--- config.mk ---
export PLATFORM = sky130hd
export DESIGN_NAME = multi_range_finder
export DESIGN_NICKNAME = d
export VERILOG_FILES = /design/src/rtl/multi_range_finder.sv
export SDC_FILE = /design/constraint.sdc
export NUM_CORES = 1
export LEC_CHECK = 0
export CORE_AREA = 3 3 159 161
export CTS_BUF_LIST = sky130_fd_sc_hd__clkbuf_8
export CTS_CLUSTER_DIAMETER = 150
export DETAILED_ROUTE_END_ITERATION = 12
export DIE_AREA = 0 0 162 164
export HOLD_SLACK_MARGIN = 0.06
export PLACE_DENSITY = 0.83
export SLEW_MARGIN = 15
export SYNTH_ARGS = -nofsm -noshare
export SYNTH_HDL_FRONTEND = slang
export SYNTH_SLANG_ARGS = --single-unit
export TNS_END_PERCENT = 50
--- constraint.sdc ---
create_clock -name clock -period 7.55 [get_ports clock]
set_input_delay 0.755 -clock clock [delete_from_list [all_inputs] [get_ports clock]]
set_output_delay 0.755 -clock clock [all_outputs]
set_load 0.005 [all_outputs]
--- src/rtl/multi_range_finder.sv ---
// Per-channel running min/max tracker reporting max-min and a saturating sample count.
// Define MULTI_RANGE_FINDER_SIGNED_EN for two's-complement sample comparison.
module multi_range_finder #(
  parameter int WIDTH     = 16,
  parameter int CHANNELS  = 4,
  parameter int CNT_WIDTH = 8
) (
  input  logic                      clock,
  input  logic                      reset,
  input  logic                      go,
  input  logic                      finish,
  input  logic                      data_valid,
  input  logic [CHANNELS*WIDTH-1:0] data_in,
  output logic [CHANNELS*WIDTH-1:0] range,
  output logic                      result_valid,
  output logic [CNT_WIDTH-1:0]      sample_count,
  output logic                      busy,
  output logic                      error
);

  localparam logic [1:0] S_IDLE = 2'd0;
  localparam logic [1:0] S_RUN  = 2'd1;
  localparam logic [1:0] S_DONE = 2'd2;
  localparam logic [1:0] S_ERR  = 2'd3;

`ifdef MULTI_RANGE_FINDER_SIGNED_EN
  localparam logic [WIDTH-1:0] MIN_INIT = {1'b0, {(WIDTH-1){1'b1}}};
  localparam logic [WIDTH-1:0] MAX_INIT = {1'b1, {(WIDTH-1){1'b0}}};

  function automatic logic lt(input logic [WIDTH-1:0] a,
                              input logic [WIDTH-1:0] b);
    return $signed(a) < $signed(b);
  endfunction
`else
  localparam logic [WIDTH-1:0] MIN_INIT = {WIDTH{1'b1}};
  localparam logic [WIDTH-1:0] MAX_INIT = {WIDTH{1'b0}};

  function automatic logic lt(input logic [WIDTH-1:0] a,
                              input logic [WIDTH-1:0] b);
    return a < b;
  endfunction
`endif

  localparam logic [CNT_WIDTH-1:0] CNT_ONE = CNT_WIDTH'(1);

  logic [1:0]           state_q, state_d;
  logic [CNT_WIDTH-1:0] count_q, count_d;
  logic [WIDTH-1:0]     min_q [CHANNELS];
  logic [WIDTH-1:0]     min_d [CHANNELS];
  logic [WIDTH-1:0]     max_q [CHANNELS];
  logic [WIDTH-1:0]     max_d [CHANNELS];

  always_comb begin
    state_d = state_q;
    count_d = count_q;
    for (int k = 0; k < CHANNELS; k++) begin
      min_d[k] = min_q[k];
      max_d[k] = max_q[k];
    end
    unique case (state_q)
      S_IDLE: begin
        if (go && !finish) begin
          state_d = S_RUN;
          count_d = CNT_ONE;
          for (int k = 0; k < CHANNELS; k++) begin
            min_d[k] = data_in[k*WIDTH +: WIDTH];
            max_d[k] = data_in[k*WIDTH +: WIDTH];
          end
        end else if (!go && finish) begin
          state_d = S_ERR;
        end
      end
      S_RUN: begin
        if (data_valid) begin
          for (int k = 0; k < CHANNELS; k++) begin
            if (lt(data_in[k*WIDTH +: WIDTH], min_q[k]))
              min_d[k] = data_in[k*WIDTH +: WIDTH];
            if (lt(max_q[k], data_in[k*WIDTH +: WIDTH]))
              max_d[k] = data_in[k*WIDTH +: WIDTH];
          end
          if (count_q != {CNT_WIDTH{1'b1}})
            count_d = count_q + CNT_ONE;
        end
        if (finish)
          state_d = S_DONE;
      end
      S_DONE: begin
        if (!finish)
          state_d = S_IDLE;
      end
      S_ERR: begin
        if (go && !finish)
          state_d = S_IDLE;
      end
      default: state_d = S_IDLE;
    endcase
  end

  always_ff @(posedge clock or posedge reset) begin
    if (reset) begin
      state_q <= S_IDLE;
      count_q <= '0;
      for (int k = 0; k < CHANNELS; k++) begin
        min_q[k] <= MIN_INIT;
        max_q[k] <= MAX_INIT;
      end
    end else begin
      state_q <= state_d;
      count_q <= count_d;
      for (int k = 0; k < CHANNELS; k++) begin
        min_q[k] <= min_d[k];
        max_q[k] <= max_d[k];
      end
    end
  end

  // Outputs are gated by reset so they read zero while it is held.
  always_comb begin
    result_valid = !reset && (state_q == S_DONE);
    busy         = !reset && (state_q == S_RUN);
    error        = 1'b0;
    range        = '0;
    sample_count = '0;
    if (!reset) begin
      if (state_q == S_IDLE)
        error = go && finish;
      else if (state_q == S_ERR)
        error = !(go && !finish);
    end
    if (result_valid) begin
      for (int k = 0; k < CHANNELS; k++)
        range[k*WIDTH +: WIDTH] = max_q[k] - min_q[k];
      sample_count = count_q;
    end
  end

endmodule

==> results of run 1 <==
cells by family after synthesis:
family	Yosys count
AO/OA/AOI/OAI	288
buffers and inverters	172
flip-flops	138
multiplexers	119
XOR/XNOR	43
adder cells (fa/ha/maj)	187
AND/OR/NAND/NOR	349
per-stage QoR:
step	hold slack (ns)	utilization
2_1_floorplan	0.472	-
3_3_place_gp	0.491	0.567
3_5_place_dp	0.490	0.567
4_1_cts	0.507	0.584
5_1_grt	0.527	0.584
6_report	0.505	0.584
per-layer routing:
metal  vias up  track usage
li1       4959            -
met1      4844        0.295
met2       258        0.382
met3        51       0.0381
met4         0       0.0822
met5         -            0
worst reg2reg max path: cells and delay by family (launching register included):
| family | cells | cell delay, ns |
|---|---|---|
| AOI/OAI and AO/OA | 5 | 1.44 |
| adders and majority gates | 1 | 0.30 |
| buffers and inverters | 2 | 0.38 |
| DFF | 1 | 0.52 |
| muxes | 1 | 0.35 |
state kept, by name (all words and copies together) (netlist names):
name	cells
max_q	64
count_q	8
min_q	64
state_q	2
power by group through the flow:
stage / Sequential [mW] / Combinational [mW] / Clock (mW)
finish: 1.49 / 4.46 / 0.631
global route: 1.54 / 5.00 / 0.671
CTS: 1.49 / 4.45 / 0.645
detailed placement: 1.50 / 4.41 / 0
global placement: 1.48 / 4.29 / 0
floorplan: 1.40 / 3.24 / 0
area by class of cell:
type	count	area share
clock buffer	21	0.0205
clock inverter	11	0.00844
sequential	138	0.251
timing repair buffer	151	0.106
inverter	139	0.0374
multi-input combinational	986	0.548
tap	324	0.0288
cells in the final DEF (no fill, tap or decap), types with 4 or more instances in the layout:
| cell type | n |
|---|---|
| a221oi_1 | 4 |
| a21oi_1 | 50 |
| dfstp_2 | 64 |
| nor4_1 | 6 |
| nand3_1 | 40 |
| a21boi_0 | 5 |
| o211ai_1 | 7 |
| ha_1 | 183 |
| nand2b_1 | 20 |
| dfrtp_1 | 74 |
| a21oi_2 | 4 |
| a211o_1 | 5 |
| buf_4 | 8 |
| fa_1 | 4 |
| a211oi_1 | 19 |
| mux2_2 | 48 |
| a31oi_1 | 30 |
| clkdlybuf4s50_1 | 143 |
| inv_1 | 138 |
| and3_1 | 23 |
| nor3b_1 | 6 |
| o211a_1 | 4 |
| nor2b_1 | 16 |
| o22ai_1 | 17 |
| nor3_1 | 22 |
| o21ai_0 | 56 |
| xor2_1 | 26 |
| mux2i_1 | 68 |
| xnor2_1 | 17 |
| nand4_1 | 15 |
| nand2_1 | 73 |
| o2111ai_1 | 11 |
| and2_1 | 8 |
| or3_1 | 21 |
| nor2_1 | 89 |
| clkbuf_8 | 21 |
| o21a_1 | 18 |
| a21o_1 | 32 |
how the worst max path moves through the flow:
stage | end | from | slack [ns] | cells past startpoint
floorplan | busy | reset | 2.87 | 2
global route | range[15] | reset | 3.07 | 9
CTS | range[60] | min_q[2] | 3.25 | 9
global placement | range[15] | reset | 3.36 | 9
finish | range[60] | min_q[2] | 3.30 | 9
detailed placement | range[15] | reset | 3.30 | 9
Yosys cell counts, types with 20 or more instances:
cell      count
or3_1        21
dfrtp_1      74
a211oi_1     20
and3_1       23
nor3_1       22
mux2i_1      68
a31oi_1      30
a21oi_1      50
ha_1        183
nor2_1       89
o21ai_0      56
a21o_1       32
nand2b_1     20
inv_1       138
xor2_1       26
nand2_1      74
dfstp_2      64
nand3_1      40
mux2_2       48
==> metrics, run 1 <==
status=completed; Int Power=3.61 mW; Highest Clock Rate=236 MHz; initial antenna violation count=0; sequential share of power=0.227; Critical Path AT=3.49 ns; CP Data Required Time=6.80 ns; VDD IR max=0.216 mV; WL met2=14.2 mm; post-cts sizing count=0; Clock Skew=0.0184 ns; Cells after Synth=1,296; Fill cells=2,103; pin count of the biggest net entering global routing=72; Post-Synth XOR/XNOR Area=0.0316; Die Area=26,600 um2; DRT Wirelength=29.9 mm; clock power share=0.096; Bufs on Longest Clock Path=2; DRC Markers=0; # setup viols final=0; first-pass GRT wire length=49.5 mm; min cycle time layout=4.25 ns; Cell Pwr Density=468 nW/um2; post-synth top area cell=ha_1; Post-CTS Setup Bufs=0; Switching Share=0.451; Layout area overhead=18.1%; detailed-route via count=10,112; Worst slew margin=0.300; LEAKAGE=6.82 nW; Netlist cell types=62; core region area=24,100 um2; Initial Util=0.494; area of placed instances=13,700 um2; Die Y=164 um; ys flop type=dfrtp_1; multi-input logic area=7710 um2; Critical path buffers and inverters=2; Highest Signal Layer=met4; vias in the first global route=10,135; switching power total=2.97 mW; non-filler instance count after layout=1,770; hold path depth=1; Synth Area per Inst=9.20 um2; crit path kind=reg2out; placed instance count=1,738; worst slew pin tran=1.05 ns; type of origin of the critical path=register; Reg2Reg Depth=9; slowest cell on the critical path=o32ai_1; flop-to-flop setup slack=4.49 ns; drt via density=5.71; final worst setup slack=3.30 ns; largest family of logic cells by synthesized area=adder cells; hold path endpoint=max_q[32]; die width=162 um; Final Cell Area=14,100 um2; Max-cap violations=0; post-synthesis mux area share=0.105; setup TNS=0 ns; crit path cell chain=inv_1 > ha_1 > nor2b_1 > o31a_1 > o32ai_1 > o21ai_0 > xnor2_1 > nor2_1 > clkdlybuf4s50_1; share of the yosys chip area belonging to registers=0.296; met1 wire length=13.5 mm; Mapped Nets=1,552; Critical Path Fanout Max=4; wire per inst=16.9 um; Final Cycle Share=0.562; Worst Hold Class=reg2reg; Synth Warn #=0; share of cells above drive strength 1=0.115; Clock H-tree levels=4; total CTS buffers=17; Pins Over Slew Limit=0; Comb power frac=0.678; Synth Area in Simple Gates=0.146; CTS tree=built; ant diodes=0; met3 WL=1.42 mm; Syn Std Cell Area=11,900 um2; hold buffer count at CTS=0; DRT Pass-1 Iters=5; Final Hold Fails=0; Seq. cell area=3530 um2; grt ovf=0; DP Worst Slack=3.30 ns; synth top area cells=ha_1, dfrtp_1, dfstp_2; row count=57; clk root buf=clkbuf_8; FF-to-FF Start=min_q[5]; Synth top area share=0.192; crit-path max cell delay=0.62 ns; Seq cells post-synth=138; GPL Wtd Cong=0.933; reg2reg end=min_q[0]; HPWL after DPL=22.9 mm; Detailed Route Iter0 Violations=663; CP delay by family, top=compound AO/OA/AOI/OAI gates; Compound-Gate Fraction of Synth Area=0.164; Top Ports=144; Critical Path End Type=output pin; async set or reset register ratio after synthesis=1.00; total power=6.59 mW; fin nets=1,689; clk sinks=138; adder-cell share of the synthesized area=0.199; post-route ant nets=0; Tot GR Track Use=0.227; RSZ-0062 raised after global routing=no; hold path start=max_q[32]; number of buffers added on ports=143; worst skew pair latency=0.45 ns; count of flip-flops with a built-in enable after synthesis=0; clk slew on worst S/H paths=0.08 ns
(Power assumes the default switching activity.)
==> run 2: changes to the inputs <==
PLACE_DENSITY = 0.86   (was 0.83)
clock period = 3.5 ns   (was 7.55 ns; I/O delays follow)
==> run 2 against run 1 <==
Clock skew down 0.0072 ns. Routed wire length up 5.0%. Total power up 130%. Global-route usage up 0.71 points. Largest cell class unchanged.
==> metrics, run 2 (same netlist as run 1, synthesis figures left out) <==
commonest cells after routing, fill and taps aside=ha_1, inv_1, clkdlybuf4s50_1; first-pass GRT wire length=51.4 mm (+3.9%); FF-to-FF Start=min_q[5]; Worst Hold Class=reg2reg; fin nets=1,716 (+1.6%); Final Cell Area=14,500 um2 (+3.3%); top flop regs=max_q (64), min_q (64), count_q (8); row count=57 (unchanged); Critical Path End Type=output pin; vias in the first global route=10,834 (+6.9%); initial antenna violation count=0 (unchanged); CTS tree=built; Max-cap violations=0 (unchanged); clk root buf=clkbuf_8; Die Area=26,600 um2 (unchanged); Highest Clock Rate=289 MHz; clk sinks=138 (unchanged); post-route ant nets=0 (unchanged); pin count of the biggest net entering global routing=139 (+93%); hold path start=min_q[31]; worst skew pair latency=0.45 ns (about the same); Die Y=164 um (unchanged); Critical Path Fanout Max=4 (unchanged); HPWL after DPL=24.0 mm (+4.9%); number of buffers added on ports=143 (unchanged); detailed-route via count=10,524 (+4.1%); wire per inst=17.5 um (+3.4%); DP Worst Slack=0.330 ns (-2.97 ns); total CTS buffers=17 (unchanged); Pins Over Slew Limit=0 (unchanged); VDD IR max=0.572 mV (+170%); DRC Markers=0 (unchanged); Worst slew margin=0.499 (+0.198); status=completed; area of placed instances=13,900 um2 (+1.5%); Clock H-tree levels=4 (unchanged); hold buffer count at CTS=0 (unchanged); CP startpoint=min_q[2]; type of origin of the critical path=register; core region area=24,100 um2 (unchanged); ant diodes=0 (unchanged); Top Ports=144 (unchanged); drt via density=5.86 (+2.5%); CP Data Required Time=3.15 ns (-3.65 ns); Bufs on Longest Clock Path=2 (unchanged); final worst setup slack=0.0381 ns (-3.27 ns); LEAKAGE=7.09 nW (+3.9%); share of cells above drive strength 1=0.156 (+0.0407); worst slew pin tran=0.752 ns (-0.295 ns); Layout area overhead=22.0%; min cycle time layout=3.46 ns; die width=162 um (unchanged); GPL Wtd Cong=0.934 (about the same); Detailed Route Iter0 Violations=759 (+14%); crit path kind=reg2out; total power=15.0 mW (+130%); Final Cycle Share=0.989; Final Hold Fails=0 (unchanged); Cell Pwr Density=1030 nW/um2 (+120%); Initial Util=0.494 (unchanged); commonest non-fill, non-tap cell in the layout=ha_1; # setup viols final=0 (unchanged); Tot GR Track Use=0.234 (+0.00709); grt ovf=0 (unchanged); final core utilization=0.603 (+0.0192); Clock Skew=0.0112 ns (-0.00719 ns); Critical Path AT=3.11 ns (-0.38 ns); DRT Wirelength=31.4 mm (+5.0%); RSZ-0062 raised after global routing=yes; DRT Pass-1 Iters=5 (unchanged); clk slew on worst S/H paths=0.09 ns (about the same)
## run 2: cell types whose count changed in the layout (fill, tap and decap cells not counted), moves of 4 or more
cell,delta
a31oi_2,+5
o2111ai_1,-4
a21oi_1,-5
a21oi_2,+5
buf_12,+5
dlymetal6s2s_1,+7
nor2b_1,-4
ha_2,+4
o21ai_0,-9
buf_4,+22
ha_1,-7
o21ai_1,+9
a31oi_1,-7
clkdlybuf4s50_1,-10
## run 2: worst paths after layout
kind | to | slack, ns | cells after the start
worst max-delay path | range[58] | 0.04 | 10
worst min-delay path | min_q[31] | 0.51 | 2
worst max register to register | min_q[8] | 0.73 | 9
worst min register to register | min_q[31] | 0.51 | 2
max in group asynchronous | max_q[9] | 2.31 | 3
min in group asynchronous | max_q[31] | 0.63 | 3
## run 2: power by group
part	internal, mW	switching, mW
sequential	2.66	0.578
combinational	4.87	5.62
clock	0.580	0.677
total	8.11	6.87
## run 2: critical path, stage by stage (launching register included)
cell             delay, ns
dfstp_2               0.53
inv_1                 0.08
ha_4                  0.26
nor2b_2               0.16
o31a_1                0.32
o32ai_2               0.27
buf_4                 0.18
o21ai_1               0.10
xnor2_1               0.14
nor2_1                0.11
clkdlybuf4s50_1       0.51
## run 2: per-stage QoR
step,hold slack (ns),cells,setup TNS (ns)
after floorplan,0.470,1296,0
after global placement,0.486,1758,0
after detailed placement,0.495,1758,0
after CTS,0.481,1793,-0.0340
after global routing,0.502,1797,-0.231
final,0.508,1797,0
## run 2: routing by layer
metal | up-vias | wire (um) | GRT usage
met5 | - | 0 | 0
met4 | 0 | 917 | 0.0849
met3 | 77 | 1560 | 0.0421
met2 | 320 | 15300 | 0.406
met1 | 5102 | 13600 | 0.293
li1 | 5025 | - | -
## run 2: what timing repair did
action                                  in CTS  in global routing
buffers inserted                             3                  4
pin swaps                                    3                 10
resized for setup                           18                 43
endpoints found under the setup margin      11                 22
hold endpoints to repair                     0                  0
gates cloned                                 0                  0
## run 2: final cells by class
cell class                      instances  area, um2
Clock inverter                         14        123
Inverter                              139        526
Tap cell                              324        405
Clock buffer                           18        248
Timing Repair Buffer                  178       1770
Sequential cell                       138       3530
Multi-Input combinational cell        986       7930
Fill cell                            2022       9570
==> run 3: changes to the inputs <==
CORE_AREA = 2 2 158 160   (was 3 3 159 161)
DIE_AREA = 0 0 160 162   (was 0 0 162 164)
==> run 3 against run 2 <==
Sequential power barely moved. Critical path depth is 1 lower. Count of clock-buffer cells in the layout down 1. Design area rose by 0.38%. Clock skew is 0.0075 ns higher. Total power increased by 0.59%. Non-clock buffer count increased by 5. Global-route usage is 0.51 points higher. Utilization rose by 0.23 points. First-iteration DRC count is 31% higher. Flip-flop and latch count did not move. Critical endpoint is now range[28]. Largest cell class unchanged.
==> metrics, run 3 (same netlist as run 1, synthesis figures left out) <==
Pins Over Slew Limit=0 (unchanged); final worst setup slack=0.0749 ns (+0.0368 ns); CP delay by family, top=compound AO/OA/AOI/OAI gates; DRT Pass-1 Iters=5 (unchanged); Max-cap violations=0 (unchanged); Final Hold Fails=0 (unchanged); drt via density=5.78 (-1.3%); crit path cell chain=inv_1 > ha_1 > nor2b_4 > o2111ai_4 > a31oi_2 > a21oi_1 > or3_1 > a21oi_1 > clkdlybuf4s50_1; final core utilization=0.605 (+0.00228); Highest Clock Rate=292 MHz (+1.1%); ant diodes=0 (unchanged); CTS tree=built; initial antenna violation count=0 (unchanged); Die Area=25,900 um2 (-2.4%); crit-path max cell delay=0.53 ns (about the same); reg2reg end=min_q[10]; Crit path depth=9 (-1); Final Cycle Share=0.979 (-0.0105); Most Frequent Cell on Critical Path=a21oi_1; detailed-route via count=10,420 (-0.99%); Reg2Reg Depth=9 (unchanged); CP Data Required Time=3.15 ns (about the same); total CTS buffers=17 (unchanged); number of buffers added on ports=143 (unchanged); post-route ant nets=0 (unchanged); slowest cell on the critical path=dfstp_2; worst skew pair latency=0.46 ns (about the same); VDD IR max=0.467 mV (-18%); hold buffer count at CTS=0 (unchanged); RSZ-0062 raised after global routing=yes; HPWL after DPL=23.7 mm (-1.3%); Critical Path End=range[28]; LEAKAGE=7.11 nW (+0.25%); GPL Wtd Cong=0.902 (-3.4%); fin nets=1,721 (+0.29%); Clock H-tree levels=4 (unchanged); setup TNS=0 ns (unchanged); FF-to-FF Start=min_q[5]; Tot GR Track Use=0.239 (+0.00510); min cycle time layout=3.43 ns (-0.0368 ns); Critical path buffers and inverters=2 (-1); DRT Wirelength=31.3 mm (-0.33%); clk sinks=138 (unchanged); grt ovf=0 (unchanged); Worst Hold Class=in2reg; type of origin of the critical path=register; Cell Pwr Density=1030 nW/um2 (+0.21%); Layout area overhead=22.4%; crit path kind=reg2out; first-pass GRT wire length=50.8 mm (-1.2%); Die Y=162 um (-1.2%); clk slew on worst S/H paths=0.09 ns (about the same); flop-to-flop setup slack=0.69 ns (-0.04 ns); commonest non-fill, non-tap cell in the layout=ha_1; wire per inst=17.4 um (-0.61%); worst slew pin tran=0.740 ns (-0.0120 ns); DP Worst Slack=0.270 ns (-0.0594 ns); status=completed; # setup viols final=0 (unchanged); Top Ports=144 (unchanged); top flop regs=max_q (64), min_q (64), count_q (8); Critical Path AT=3.08 ns (-0.03 ns); die width=160 um (-1.2%); Clock Skew=0.0187 ns (+0.00752 ns); Critical Path End Type=output pin; vias in the first global route=10,352 (-4.4%); Bufs on Longest Clock Path=2 (unchanged); DRC Markers=0 (unchanged); core region area=24,100 um2 (unchanged); share of cells above drive strength 1=0.163 (+0.00691); clk root buf=clkbuf_8; Detailed Route Iter0 Violations=994 (+31%); Initial Util=0.494 (unchanged); Fill cells=1,968 (-2.7%); CP startpoint=min_q[34]; commonest cells after routing, fill and taps aside=ha_1, inv_1, clkdlybuf4s50_1; row count=57 (unchanged); Critical Path Fanout Max=4 (unchanged); Worst slew margin=0.507 (+0.00803); pin count of the biggest net entering global routing=139 (unchanged)
==> run 3: changes by cell type in the layout (fill, tap and decap cells not counted), moves of 4 or more <==
cell	previous run	this run
buf_4	30	37
o21ai_1	10	4
ha_1	176	171
inv_6	2	7
o21ai_0	47	52
clkinv_2	4	0
==> run 3: what timing repair did <==
item,CTS,global route
setup endpoints to repair,13,22
pin swaps,3,12
resized for setup,19,41
setup buffers,3,7
==> run 3: area by class of cell <==
class,instances,area [um2],share of cell area
sequential,138,3530,0.242
inverter,139,526,0.0360
multi-input combinational,986,7960,0.545
tap,324,405,0.0278
clock inverter,15,155,0.0106
clock buffer,17,234,0.0160
timing repair buffer,183,1780,0.122
==> run 3: per-layer routing <==
layer	up-vias	GRT usage	wire length, um
li1	5024	-	-
met1	5010	0.305	13700
met2	344	0.415	15400
met3	42	0.0391	1650
met4	0	0.0807	618
met5	-	0	0
==> run 3: worst min-delay path by stage <==
stage	from	endpoint	slack (ns)	cells after the start
after floorplan	data_in[34]	min_q[18]	0.47	2
after global placement	max_q[32]	max_q[32]	0.49	1
after detailed placement	max_q[32]	max_q[32]	0.51	1
after CTS	data_in[29]	min_q[45]	0.46	3
after global routing	data_in[5]	min_q[53]	0.48	3
final	data_in[5]	min_q[53]	0.51	3
==> run 3: worst register-to-register path: cells and delay by family, from the launching register on <==
| family | cells | cell delay [ns] |
|---|---|---|
| adders and majority gates | 1 | 0.30 |
| muxes | 1 | 0.23 |
| buffers and inverters | 2 | 0.41 |
| AOI/OAI and AO/OA | 5 | 1.26 |
| DFF | 1 | 0.52 |
==> run 3: metrics by stage <==
step	cell area, um2	power (mW)	instances	hold slack (ns)
2_1_floorplan	11900	10.0	1296	0.470
3_3_place_gp	13900	12.6	1760	0.485
3_5_place_dp	13900	12.9	1760	0.507
4_1_cts	14400	14.6	1795	0.462
5_1_grt	14600	16.4	1802	0.485
6_report	14600	15.1	1802	0.505
==> run 3: power by group <==
part           switching [mW]  internal, mW  total (mW)
logic                    5.60          4.92        10.5
registers               0.562          2.65        3.22
clock network           0.740         0.591        1.33
